===== src/rtl/vga_timing_pkg.sv =====
// Purpose: shared VGA timing constants and helpers.
//   - DEF_*      : 640x480@60 porch/sync defaults (pixels / lines)
//   - POL_*      : sync polarity constants (active-low / active-high)
//   - axis_total : total pixels per line or lines per frame
package vga_timing_pkg;

  localparam int DEF_H_ACTIVE = 640;
  localparam int DEF_H_FP     = 16;
  localparam int DEF_H_SYNC   = 96;
  localparam int DEF_H_BP     = 48;
  localparam int DEF_V_ACTIVE = 480;
  localparam int DEF_V_FP     = 10;
  localparam int DEF_V_SYNC   = 2;
  localparam int DEF_V_BP     = 33;
  localparam int DEF_CW       = 11;

  localparam logic POL_LOW  = 1'b0;
  localparam logic POL_HIGH = 1'b1;

  // Sum of the four segments of one axis.
  function automatic int axis_total(input int act, input int fp,
                                    input int sync, input int bp);
    return act + fp + sync + bp;
  endfunction

  // Horizontal total (pixels per line).
  function automatic int h_total(input int act, input int fp,
                                 input int sync, input int bp);
    return axis_total(act, fp, sync, bp);
  endfunction

  // Vertical total (lines per frame).
  function automatic int v_total(input int act, input int fp,
                                 input int sync, input int bp);
    return axis_total(act, fp, sync, bp);
  endfunction

endpackage


===== src/rtl/vga_sync_gen_if.sv =====
// Purpose: raster-timing bundle between the pixel-tick source / consumer
//   (master) and the sync generator (slave).
//   pix_en      : pixel tick, master -> slave
//   hsync/vsync : sync levels, slave -> master
//   active      : visible-area flag
//   x/y         : current pixel coordinates
//   line_start  : 1-clk pulse when x becomes 0
//   frame_start : 1-clk pulse when (x,y) becomes (0,0)
interface vga_sync_gen_if #(
  parameter int CW = 11
);
  logic          pix_en;
  logic          hsync;
  logic          vsync;
  logic          active;
  logic [CW-1:0] x;
  logic [CW-1:0] y;
  logic          line_start;
  logic          frame_start;

  modport master (
    output pix_en,
    input  hsync, vsync, active, x, y, line_start, frame_start
  );

  modport slave (
    input  pix_en,
    output hsync, vsync, active, x, y, line_start, frame_start
  );
endinterface


===== src/rtl/vga_axis_cnt.sv =====
// Purpose: one raster axis (horizontal or vertical). Counts 0..TOTAL-1,
//   advancing on adv, and registers the visible/sync decodes from the
//   next-state count so they line up with cnt_o.
//   clk, reset : system clock, synchronous active-high reset
//   adv        : advance by one position
//   cnt_o      : current count
//   wrap_o     : count sits at TOTAL-1 (next advance wraps to 0)
//   in_active_o: count is inside the visible segment
//   sync_o     : sync level (POL inside the pulse, ~POL elsewhere)
module vga_axis_cnt
  import vga_timing_pkg::*;
#(
  parameter int   ACTIVE = DEF_H_ACTIVE,
  parameter int   FP     = DEF_H_FP,
  parameter int   SYNC   = DEF_H_SYNC,
  parameter int   BP     = DEF_H_BP,
  parameter logic POL    = POL_LOW,
  parameter int   CW     = DEF_CW
) (
  input  logic          clk,
  input  logic          reset,
  input  logic          adv,
  output logic [CW-1:0] cnt_o,
  output logic          wrap_o,
  output logic          in_active_o,
  output logic          sync_o
);

  localparam int            TOTAL      = axis_total(ACTIVE, FP, SYNC, BP);
  localparam logic [CW-1:0] LAST       = CW'(TOTAL - 1);
  localparam logic [CW-1:0] ACT_END    = CW'(ACTIVE);
  localparam logic [CW-1:0] SYNC_START = CW'(ACTIVE + FP);
  localparam logic [CW-1:0] SYNC_END   = CW'(ACTIVE + FP + SYNC);
  localparam logic [CW-1:0] ONE        = CW'(1);
  localparam logic [CW-1:0] ZERO       = CW'(0);

  logic [CW-1:0] cnt_q, cnt_d;
  logic          act_q, act_d;
  logic          sync_q, sync_d;

  assign wrap_o      = (cnt_q == LAST);
  assign cnt_o       = cnt_q;
  assign in_active_o = act_q;
  assign sync_o      = sync_q;

  // Next count and the decodes of that next count.
  always_comb begin
    cnt_d = cnt_q;
    if (adv) begin
      if (wrap_o) begin
        cnt_d = ZERO;
      end else begin
        cnt_d = cnt_q + ONE;
      end
    end else begin
      cnt_d = cnt_q;
    end
    act_d  = (cnt_d < ACT_END);
    sync_d = ((cnt_d >= SYNC_START) && (cnt_d < SYNC_END)) ? POL : ~POL;
  end

  // Counter and decode registers; reset parks on the last back-porch slot.
  always_ff @(posedge clk) begin
    if (reset) begin
      cnt_q  <= LAST;
      act_q  <= 1'b0;
      sync_q <= ~POL;
    end else begin
      cnt_q  <= cnt_d;
      act_q  <= act_d;
      sync_q <= sync_d;
    end
  end

endmodule


===== src/rtl/vga_sync_gen.sv =====
// Purpose: VGA raster timing generator driven by a pixel-clock enable.
//   clk   : system clock
//   reset : synchronous active-high reset (wins over pix_en)
//   bus   : vga_sync_gen_if slave (pix_en in; hsync, vsync, active, x, y,
//           line_start, frame_start out)
module vga_sync_gen
  import vga_timing_pkg::*;
#(
  parameter int   H_ACTIVE = DEF_H_ACTIVE,
  parameter int   H_FP     = DEF_H_FP,
  parameter int   H_SYNC   = DEF_H_SYNC,
  parameter int   H_BP     = DEF_H_BP,
  parameter int   V_ACTIVE = DEF_V_ACTIVE,
  parameter int   V_FP     = DEF_V_FP,
  parameter int   V_SYNC   = DEF_V_SYNC,
  parameter int   V_BP     = DEF_V_BP,
  parameter logic HS_POL   = POL_LOW,
  parameter logic VS_POL   = POL_LOW,
  parameter int   CW       = DEF_CW
) (
  input logic           clk,
  input logic           reset,
  vga_sync_gen_if.slave bus
);

  logic          h_wrap, v_wrap;
  logic          h_act, v_act;
  logic          h_sync, v_sync;
  logic [CW-1:0] h_cnt, v_cnt;
  logic          v_adv;
  logic          line_start_q, line_start_d;
  logic          frame_start_q, frame_start_d;

  // Lines advance only on the tick that wraps the pixel counter.
  assign v_adv = bus.pix_en & h_wrap;

  vga_axis_cnt #(
    .ACTIVE(H_ACTIVE), .FP(H_FP), .SYNC(H_SYNC), .BP(H_BP),
    .POL(HS_POL), .CW(CW)
  ) u_h_cnt (
    .clk(clk), .reset(reset), .adv(bus.pix_en),
    .cnt_o(h_cnt), .wrap_o(h_wrap), .in_active_o(h_act), .sync_o(h_sync)
  );

  vga_axis_cnt #(
    .ACTIVE(V_ACTIVE), .FP(V_FP), .SYNC(V_SYNC), .BP(V_BP),
    .POL(VS_POL), .CW(CW)
  ) u_v_cnt (
    .clk(clk), .reset(reset), .adv(v_adv),
    .cnt_o(v_cnt), .wrap_o(v_wrap), .in_active_o(v_act), .sync_o(v_sync)
  );

  // Pulses fire only on the advancing edge; any other edge clears them.
  always_comb begin
    line_start_d  = v_adv;
    frame_start_d = v_adv & v_wrap;
  end

  // Start-pulse registers.
  always_ff @(posedge clk) begin
    if (reset) begin
      line_start_q  <= 1'b0;
      frame_start_q <= 1'b0;
    end else begin
      line_start_q  <= line_start_d;
      frame_start_q <= frame_start_d;
    end
  end

  assign bus.x           = h_cnt;
  assign bus.y           = v_cnt;
  assign bus.hsync       = h_sync;
  assign bus.vsync       = v_sync;
  assign bus.active      = h_act & v_act;
  assign bus.line_start  = line_start_q;
  assign bus.frame_start = frame_start_q;

endmodule


===== src/flat_wrapper.sv =====
// flat-port wrapper written by rule: the top's interface ports become plain ports
module vga_sync_gen_flat import vga_timing_pkg::*;
#(
  parameter int   H_ACTIVE = DEF_H_ACTIVE,
  parameter int   H_FP     = DEF_H_FP,
  parameter int   H_SYNC   = DEF_H_SYNC,
  parameter int   H_BP     = DEF_H_BP,
  parameter int   V_ACTIVE = DEF_V_ACTIVE,
  parameter int   V_FP     = DEF_V_FP,
  parameter int   V_SYNC   = DEF_V_SYNC,
  parameter int   V_BP     = DEF_V_BP,
  parameter logic HS_POL   = POL_LOW,
  parameter logic VS_POL   = POL_LOW,
  parameter int   CW       = DEF_CW
)
  (clk, reset, bus_pix_en, bus_hsync, bus_vsync, bus_active, bus_x, bus_y, bus_line_start, bus_frame_start);
  vga_sync_gen_if #(.CW(CW)) bus_i ();
  input logic clk;
  input logic reset;
  input wire logic [$bits(bus_i.pix_en)-1:0] bus_pix_en;
  output wire logic [$bits(bus_i.hsync)-1:0] bus_hsync;
  output wire logic [$bits(bus_i.vsync)-1:0] bus_vsync;
  output wire logic [$bits(bus_i.active)-1:0] bus_active;
  output wire logic [$bits(bus_i.x)-1:0] bus_x;
  output wire logic [$bits(bus_i.y)-1:0] bus_y;
  output wire logic [$bits(bus_i.line_start)-1:0] bus_line_start;
  output wire logic [$bits(bus_i.frame_start)-1:0] bus_frame_start;
  assign bus_i.pix_en = bus_pix_en;
  assign bus_hsync = bus_i.hsync;
  assign bus_vsync = bus_i.vsync;
  assign bus_active = bus_i.active;
  assign bus_x = bus_i.x;
  assign bus_y = bus_i.y;
  assign bus_line_start = bus_i.line_start;
  assign bus_frame_start = bus_i.frame_start;
  vga_sync_gen #(.H_ACTIVE(H_ACTIVE), .H_FP(H_FP), .H_SYNC(H_SYNC), .H_BP(H_BP), .V_ACTIVE(V_ACTIVE), .V_FP(V_FP), .V_SYNC(V_SYNC), .V_BP(V_BP), .HS_POL(HS_POL), .VS_POL(VS_POL), .CW(CW)) u_core (.clk(clk), .reset(reset), .bus(bus_i));
endmodule

===== config.mk =====
export PLATFORM = sky130hd
export DESIGN_NAME = vga_sync_gen_flat
export DESIGN_NICKNAME = d
export VERILOG_FILES = /design/src/rtl/vga_timing_pkg.sv /design/src/rtl/vga_sync_gen_if.sv /design/src/rtl/vga_axis_cnt.sv /design/src/rtl/vga_sync_gen.sv /design/src/flat_wrapper.sv
export SDC_FILE = /design/constraint.sdc
export NUM_CORES = 1
export LEC_CHECK = 0
export CAP_MARGIN = 5
export CORE_ASPECT_RATIO = 1.4
export CORE_MARGIN = 2
export CORE_UTILIZATION = 51
export CTS_CLUSTER_SIZE = 28
export DETAILED_ROUTE_END_ITERATION = 7
export PLACE_DENSITY_LB_ADDON = 0.1
export SLEW_MARGIN = 20
export SYNTH_ARGS = -nofsm -noshare
export SYNTH_HDL_FRONTEND = slang
export SYNTH_SLANG_ARGS = --single-unit

===== constraint.sdc =====
create_clock -name clk -period 3.5 [get_ports clk]
set_clock_uncertainty 0.2 [all_clocks]
set_input_delay 0.875 -clock clk [delete_from_list [all_inputs] [get_ports clk]]
set_output_delay 0.875 -clock clk [all_outputs]
set_load 0.02 [all_outputs]

==> impl_metrics.toml, run 1 <==
[routing]
dr_total_vias = 1548
ant_nets = 0
wl_per_cell_um = 15.7
routed_wl_um = 4010
drt_iter0_markers = 36
firstDrtPassIters = 4
drc = 0
viasPerCell = 6.05

[clock_network]
clk_latency_ns = 0.27
clockBufferDepth = 2
cts_max_level = 1
hold_buffers = 0
clock-root-buffer = "clkbuf_8"
clk_pin_slew_worst_paths_ns = 0.09
post_cts_resized = 0
cts_setup_buffers = 0
cts_buffers = 3
tritoncts = "yes"
numClockSinks = 28

[die]
io_pins = 30
dieArea_um2 = 3480
fp.dieH_um = 69.0
fp.coreArea_um2 = 2880
num_rows = 23
start_util = 0.535
die_width_um = 50.4

[grt]
grt_use_total = 0.254
antenna_found_initial = 0
grt-ovfl-total = 0
grt_pass1_wl_um = 6690
grt_max_degree = 15
first_global_vias = 1524

[final_layout]
final_nets = 227
fin_util = 0.665
synthToLayoutAreaGrowth_pct = 24.4
final_common_cell = "clkdlybuf4s50_1"
drive_gt1_frac = 0.0548
layout_common_cells = "clkdlybuf4s50_1 (29), dfxtp_1 (28), nand2_1 (17), nor2_1 (14), o21ai_0 (12)"
n_antenna_cell = 0

[timing]
timing_worst_slew_pin_value_ns = 0.632
setup_viol_count_final = 0
slew_violations = 0
hold_viol = 0
slew_headroom = 0.576
fin_ws_ns = 0.432
clock.fmax_ghz = 0.326
rsz0062_at_grt = "no"
period_minus_slack_ns = 3.07
fin_crit_sh = 0.877
totalNegativeSetupSlack_ns = 0

[setup_path]
r2r-start = "u_core.u_h_cnt.cnt_o[5]"
cp-start-kind = "input port"
path_class = "input port to flop"
critPathMaxStageDelay_ns = 0.64
cp.arrival_ns = 3.02
required_ns = 3.45
cp_cell_sequence = "clkdlybuf4s50_1 -> nand2_1 -> or4_1 -> o31a_1 -> a2111oi_0 -> nand4_1"
cp-end-kind = "flop"
startpoint = "bus_pix_en"
cpMaxStageDelayCell = "or4_1"
critical_path.max_fanout = 5

[outcome]
outcome = "complete, no violations"

[pwr]
irDropWorstVdd_uv = 264
pwr_density_cell_nw_per_um2 = 431
leakagePower_uw = 0.000708

[logic_synthesis]
async_flop_share = 0
synthTopCellsByArea = "dfxtp_1 (36%), nand2_1 (4.1%), xor2_1 (4.0%), o21ai_0 (3.9%), nand3_1 (3.6%)"
syn_inst = 193
ys_seq_elements = 28
ys_warn_count = 0
ys_seq_area_frac = 0.364
yosysTopAreaCell = "dfxtp_1"
synth_edf_count = 0
synth_nets = 199
synth.avg_cell_area_um2 = 7.97
ys_types = 44
netlist_area_um2 = 1540
ys.flop_type = "dfxtp_1"
synth_top_area_share = 0.364

[placement]
dp_hpwl_um = 3000
port_buffers = 29
dpl_worst_slack_ns = 0.183
gp_congestion = 1.03

[min_path]
min_from = "u_core.u_v_cnt.cnt_o[1]"
hp-class = "flop to flop"

[job]
drv_cap = 0
## final cells by class
| class | count | area, um^2 |
|---|---|---|
| timing repair buffer | 35 | 335 |
| inverter | 10 | 37.5 |
| clock buffer | 3 | 41.3 |
| tap | 37 | 46.3 |
| sequential | 28 | 561 |
| multi-input combinational | 143 | 893 |
| fill | 271 | 963 |
## where the power goes
group / switching (uW) / total, uW / internal (uW)
clock network: 99.7 / 177 / 77.4
logic: 147 / 259 / 112
registers: 42.8 / 388 / 346
## synthesized netlist by cell type, types with 3 or more instances
master	count
dfxtp_1	28
nand2_1	17
nor2_1	14
o21ai_0	12
nand3_1	11
inv_1	10
a21oi_1	9
clkbuf_1	9
nand4_1	8
nor4_1	8
xor2_1	7
nor3_1	6
xnor2_1	5
and2_1	4
and3_1	4
a211oi_1	3
and4_1	3
ha_1	3
nor4b_1	3
or4_1	3
## sequential cells by signal, indices dropped and copies added (netlist names)
register	flops
u_core.u_v_cnt.cnt_o	11
u_core.u_h_cnt.in_active_o	1
u_core.bus.line_start	1
u_core.u_v_cnt.sync_o	1
u_core.u_h_cnt.cnt_o	11
u_core.u_v_cnt.in_active_o	1
u_core.bus.frame_start	1
u_core.u_h_cnt.sync_o	1
## metal layers
| metal | GRT usage | routed length [um] |
|---|---|---|
| met2 | 0.477 | 2060 |
| met3 | 0.0302 | 146 |
| met4 | 0.149 | 163 |
| met1 | 0.273 | 1640 |
| met5 | 0 | 0 |
## cells by family (layout without fill, tap and decap cells)
kind of cell,Yosys count,in the layout,share of synthesized area
flip-flops,28,28,0.364
AND/OR/NAND/NOR,87,87,0.308
XOR/XNOR,12,12,0.0683
AO/OA/AOI/OAI,40,40,0.173
buffers and inverters,22,48,0.0553
multiplexers,1,1,0.00650
adder cells (fa/ha/maj),3,3,0.0244
## per-stage QoR
step           power [uW]  cell area (um^2)  cells  hold WS [ns]
2_1_floorplan         557              1540    193         0.385
3_3_place_gp          645              1870    253         0.331
3_5_place_dp          650              1870    253         0.343
4_1_cts               825              1910    256         0.354
5_1_grt               871              1910    256         0.386
6_report              824              1910    256         0.356
## final timing paths
check             cells after the start                       to  slack (ns)
setup / recovery                      6    u_core.u_v_cnt.sync_o        0.43
setup reg to reg                      5    u_core.u_v_cnt.sync_o        0.61
hold reg to reg                       2  u_core.u_v_cnt.cnt_o[1]        0.36
hold / removal                        2  u_core.u_v_cnt.cnt_o[1]        0.36
## critical path, delay by kind of cell
kind                   cells  cell delay, ns
buffers and inverters      1            0.47
AOI/OAI and AO/OA          2            0.82
and+or+nand+nor            3            0.85
(Power assumes the default switching activity.)
==> inputs of run 2 (changes only) <==
--- a/config.mk
+++ b/config.mk
@@ -8,7 +8,8 @@
 export CAP_MARGIN = 5
 export CORE_ASPECT_RATIO = 1.4
 export CORE_MARGIN = 2
-export CORE_UTILIZATION = 51
+export CORE_UTILIZATION = 53
+export CTS_BUF_LIST = sky130_fd_sc_hd__clkbuf_4 sky130_fd_sc_hd__clkbuf_8
 export CTS_CLUSTER_SIZE = 28
 export DETAILED_ROUTE_END_ITERATION = 7
 export PLACE_DENSITY_LB_ADDON = 0.1
==> run 2 against run 1 <==
Count of clock-buffer cells in the layout rose by 1. Core utilization rose by 2.1 points. Design area rose by 1.1%. Flip-flop and latch count did not move. Sequential share of layout area fell by 0.32 points. Worst setup slack improved by 0.016 ns. Die area fell by 3.5%. Maximum frequency rose by 0.52%. Clock power rose by 12%. Register-to-register slack improved by 0.02 ns. Largest cell class unchanged.
==> impl_metrics.toml, run 2 (synthesis gave the netlist of run 1 again) <==
[outcome]
outcome = "complete, no violations"

[clock_network]
clk_latency_ns = 0.27
cts_buffers = 3
post_cts_resized = 0
cts_setup_buffers = 0
hold_buffers = 0
clk_pin_slew_worst_paths_ns = 0.09
clockBufferDepth = 2
tritoncts = "yes"
clock-root-buffer = "clkbuf_8"
cts_max_level = 1
numClockSinks = 28

[final_layout]
seqCellArea_um2 = 561
n_antenna_cell = 0
layout_common_cells = "clkdlybuf4s50_1 (29), dfxtp_1 (28), nand2_1 (17), nor2_1 (14), o21ai_0 (12)"
synthToLayoutAreaGrowth_pct = 25.8
drive_gt1_frac = 0.0633
final_common_cell = "clkdlybuf4s50_1"
multi_input_area_um2 = 893
fillCellCount = 280
layoutNonFillerInstCount = 258
fin_area_um2 = 1940
final_nets = 228

[pwr]
sequentialPowerShare = 0.461
pwr_density_cell_nw_per_um2 = 436
power_switching_uw = 286
leakagePower_uw = 0.000721
p_clk_frac = 0.234
internal_power_uw = 558
irDropWorstVdd_uv = 264
p_sw_frac = 0.339
p_comb_frac = 0.305

[routing]
drt_iter0_markers = 73
firstDrtPassIters = 4
drc = 0
ant_nets = 0
wl_per_cell_um = 15.7
viasPerCell = 6.17
routed_wl_um = 4040
dr_total_vias = 1592

[timing]
fin_crit_sh = 0.872
slew_violations = 0
timing_worst_slew_pin_value_ns = 0.581
setup_viol_count_final = 0
clock.fmax_ghz = 0.328
hold_viol = 0
totalNegativeSetupSlack_ns = 0
rsz0062_at_grt = "no"
slew_headroom = 0.609
period_minus_slack_ns = 3.05

[die]
fp.dieH_um = 67.8
num_rows = 23
start_util = 0.546
io_pins = 30
fp.coreArea_um2 = 2820
die_width_um = 49.5
dieArea_um2 = 3360

[setup_path]
cp-end-kind = "flop"
r2r-start = "u_core.u_h_cnt.cnt_o[5]"
crit_buf_inv = 1
crit_end = "u_core.u_v_cnt.sync_o"
cpMaxStageDelayCell = "or4_1"
cp-start-kind = "input port"
cp.arrival_ns = 2.99
path_class = "input port to flop"
r2r_setup_slack_ns = 0.63
r2r_end = "u_core.u_v_cnt.sync_o"
reg2regPathDepth = 5
critical_path.max_fanout = 5
critical_path.top_delay_family = "simple AND/OR/NAND/NOR gates"
cp_cell_sequence = "clkdlybuf4s50_1 -> nand2_1 -> or4_1 -> o31a_1 -> a2111oi_0 -> nand4_1"
required_ns = 3.44
critPathMaxStageDelay_ns = 0.65
startpoint = "bus_pix_en"
worst-path-stages = 6

[grt]
grt_use_total = 0.264
met3_usage = 0.0199
use_met1 = 0.296
grt_max_degree = 16
first_global_vias = 1476
grt-ovfl-total = 0
grt_use_met2 = 0.510
grt_pass1_wl_um = 6870
grt_busiest_layer = "met2"
antenna_found_initial = 0

[placement]
place_inst = 254
dp_hpwl_um = 3070
dpl_cell_area_um2 = 1880
port_buffers = 29
gp_congestion = 1.04

[min_path]
hp-class = "flop to flop"
min_path_cells = 2

[job]
drv_cap = 0
-- run 2: cell types whose count changed in the layout (fill, tap and decap cells not counted) --
cell,delta
clkbuf_8,+1
buf_4,+1
-- run 2: layer usage --
metal,part of all wire,vias to the layer above
met2,0.53,63
met3,0.037,14
li1,-,765
met1,0.40,750
met5,0,-
met4,0.033,0
-- run 2: how the worst min path moves through the flow --
stage,start,to,slack (ns)
after floorplan,u_core.u_v_cnt.cnt_o[1],u_core.u_v_cnt.cnt_o[1],0.39
after global placement,u_core.u_v_cnt.cnt_o[1],u_core.u_v_cnt.cnt_o[1],0.33
after detailed placement,u_core.u_v_cnt.cnt_o[1],u_core.u_v_cnt.cnt_o[1],0.33
after CTS,u_core.u_v_cnt.cnt_o[1],u_core.u_v_cnt.cnt_o[1],0.35
after global routing,u_core.u_v_cnt.cnt_o[1],u_core.u_v_cnt.cnt_o[1],0.39
final,u_core.u_v_cnt.cnt_o[1],u_core.u_v_cnt.cnt_o[1],0.35
-- run 2: area by class of cell --
class,instances,share of cell area
Clock buffer,4,0.0284
Inverter,10,0.0194
Multi-Input combinational cell,143,0.462
Sequential cell,28,0.290
Tap cell,37,0.0239
Timing Repair Buffer,36,0.177
-- run 2: through the flow --
step	setup WS, ns	hold slack, ns	util	power (uW)
5_1_grt	0.220	0.391	0.686	892
3_3_place_gp	0.236	0.329	0.667	646
2_1_floorplan	0.432	0.385	-	557
6_report	0.448	0.350	0.686	844
4_1_cts	0.471	0.350	0.686	850
3_5_place_dp	0.189	0.331	0.667	652
-- run 2: power by group through the flow --
stage          Sequential, uW  Clock, uW  Combinational (uW)
4_1_cts                   388        204                 258
2_1_floorplan             403          0                 155
3_5_place_dp              395          0                 256
5_1_grt                   395        216                 282
6_report                  389        198                 258
3_3_place_gp              394          0                 251
-- run 2: worst reg2reg max path, stage by stage (launching register included) --
cell and delay (ns):
dfxtp_1 0.39, or4_1 0.66, or4_1 0.57, o31a_1 0.38
a2111oi_0 0.39, nand4_1 0.14
==> inputs of run 3 (changes only) <==
--- a/config.mk
+++ b/config.mk
@@ -7,8 +7,8 @@
 export LEC_CHECK = 0
 export CAP_MARGIN = 5
 export CORE_ASPECT_RATIO = 1.4
-export CORE_MARGIN = 2
-export CORE_UTILIZATION = 53
+export CORE_MARGIN = 5
+export CORE_UTILIZATION = 57
 export CTS_BUF_LIST = sky130_fd_sc_hd__clkbuf_4 sky130_fd_sc_hd__clkbuf_8
 export CTS_CLUSTER_SIZE = 28
 export DETAILED_ROUTE_END_ITERATION = 7
==> constraint.sdc (replaced) <==
create_clock -name clk -period 3.8 [get_ports clk]
set_clock_uncertainty 0.2 [all_clocks]
set_input_delay 0.95 -clock clk [delete_from_list [all_inputs] [get_ports clk]]
set_output_delay 0.95 -clock clk [all_outputs]
set_load 0.02 [all_outputs]
==> run 3 against run 2 <==
Power fell by 13%. Cell count fell by 1.2%. Critical path depth did not move. Core utilization rose by 4.0 points. Clock power fell by 28%. Register-to-register slack improved by 0.12 ns. Combinational power fell by 8.5%. Hold slack improved by 0.0065 ns. Non-clock buffer count fell by 2. Largest cell class unchanged.
==> impl_metrics.toml, run 3 (synthesis gave the netlist of run 1 again) <==
[grt]
grt_pass1_wl_um = 6580
antenna_found_initial = 0
grt_max_degree = 16
first_global_vias = 1482
grt-ovfl-total = 0
grt_use_total = 0.220

[clock_network]
cts_buffers = 3
clockBufferDepth = 2
tritoncts = "yes"
cts_max_level = 1
post_cts_resized = 0
cts_setup_buffers = 0
clk_latency_ns = 0.32
clk_pin_slew_worst_paths_ns = 0.15
hold_buffers = 0
numClockSinks = 28
clock-root-buffer = "clkbuf_4"

[timing]
fin_crit_sh = 0.856
totalNegativeSetupSlack_ns = 0
timing_worst_slew_pin_value_ns = 0.574
hold-worst-slack_ns = 0.356
hold_viol = 0
slew_headroom = 0.607
period_minus_slack_ns = 3.25
rsz0062_at_grt = "no"
setup_viol_count_final = 0
slew_violations = 0
clock.fmax_ghz = 0.307

[final_layout]
final_nets = 226
n_antenna_cell = 0
final_common_cell = "clkdlybuf4s50_1"
drive_gt1_frac = 0.0548
synthToLayoutAreaGrowth_pct = 23.5
layout_common_cells = "clkdlybuf4s50_1 (29), dfxtp_1 (28), nand2_1 (17), nor2_1 (14), o21ai_0 (12)"

[placement]
dp_hpwl_um = 2950
gp_congestion = 0.988
port_buffers = 29

[die]
io_pins = 30
fp.dieH_um = 71.5
start_util = 0.589
num_rows = 22
die_width_um = 53.9
fp.coreArea_um2 = 2620
dieArea_um2 = 3850

[routing]
wl_per_cell_um = 15.6
routed_wl_um = 3970
viasPerCell = 6.16
firstDrtPassIters = 6
dr_total_vias = 1570
drt_iter0_markers = 67
ant_nets = 0
drc = 0

[min_path]
min_path_cells = 2
min_delay_worst_endpoint = "u_core.u_v_cnt.cnt_o[1]"
hp-class = "flop to flop"
min_from = "u_core.u_v_cnt.cnt_o[1]"

[setup_path]
r2r_end = "u_core.u_v_cnt.sync_o"
path_class = "input port to flop"
cp-start-kind = "input port"
reg2regPathDepth = 5
critical_path.max_fanout = 5
cp.arrival_ns = 3.24
required_ns = 3.79
r2r-start = "u_core.u_h_cnt.cnt_o[5]"
r2r_setup_slack_ns = 0.75
cp-end-kind = "flop"

[job]
drv_cap = 0

[pwr]
pwr_density_cell_nw_per_um2 = 388
leakagePower_uw = 0.000702
irDropWorstVdd_uv = 273

[outcome]
outcome = "complete, no violations"
==> run 3: changes by cell type in the layout (fill, tap and decap cells not counted), sizes merged <==
cell  delta
buf      -2
==> run 3: critical path, cell delays in order <==
cell             delay, ns
clkdlybuf4s50_1       0.48
nand2_1               0.08
or4_1                 0.63
o31a_1                0.38
a2111oi_0             0.56
nand4_1               0.16
==> run 3: power by group <==
| group | internal, uW | switching, uW | total, uW |
|---|---|---|---|
| Sequential | 318 | 40.2 | 359 |
| Clock | 58.5 | 84.5 | 143 |
| Combinational | 101 | 135 | 236 |
| Total | 478 | 259 | 737 |
==> run 3: worst max-delay path by stage <==
stage | to | startpoint | slack, ns
after global routing | u_core.u_v_cnt.sync_o | bus_pix_en | 0.40
after detailed placement | u_core.u_v_cnt.sync_o | bus_pix_en | 0.27
after floorplan | u_core.u_v_cnt.sync_o | bus_pix_en | 0.66
after CTS | u_core.u_v_cnt.sync_o | bus_pix_en | 0.62
after global placement | u_core.u_v_cnt.sync_o | bus_pix_en | 0.49
final | u_core.u_v_cnt.sync_o | bus_pix_en | 0.55
==> run 3: cell type report <==
class	count	area (um^2)
clock buffers	4	36.3
fillers	212	714
inverters	10	37.5
multi-input cells	143	893
flip-flops and latches	28	561
well taps	36	45.0
repair buffers	34	328
==> run 3: metal layers <==
metal	part of all wire	global-route usage	up-vias
li1	-	-	759
met1	0.40	0.270	721
met2	0.51	0.367	67
met3	0.048	0.0229	23
met4	0.042	0.111	0
met5	0	0	-
==> run 3: metrics by stage <==
step / area (um^2) / setup WS (ns) / utilization / power [uW] / std cells
floorplan: 1540 / 0.657 / - / 513 / 193
global route: 1900 / 0.399 / 0.727 / 783 / 255
global placement: 1860 / 0.494 / 0.713 / 591 / 251
detailed placement: 1860 / 0.273 / 0.713 / 596 / 251
finish: 1900 / 0.547 / 0.727 / 737 / 255
CTS: 1900 / 0.615 / 0.727 / 738 / 255
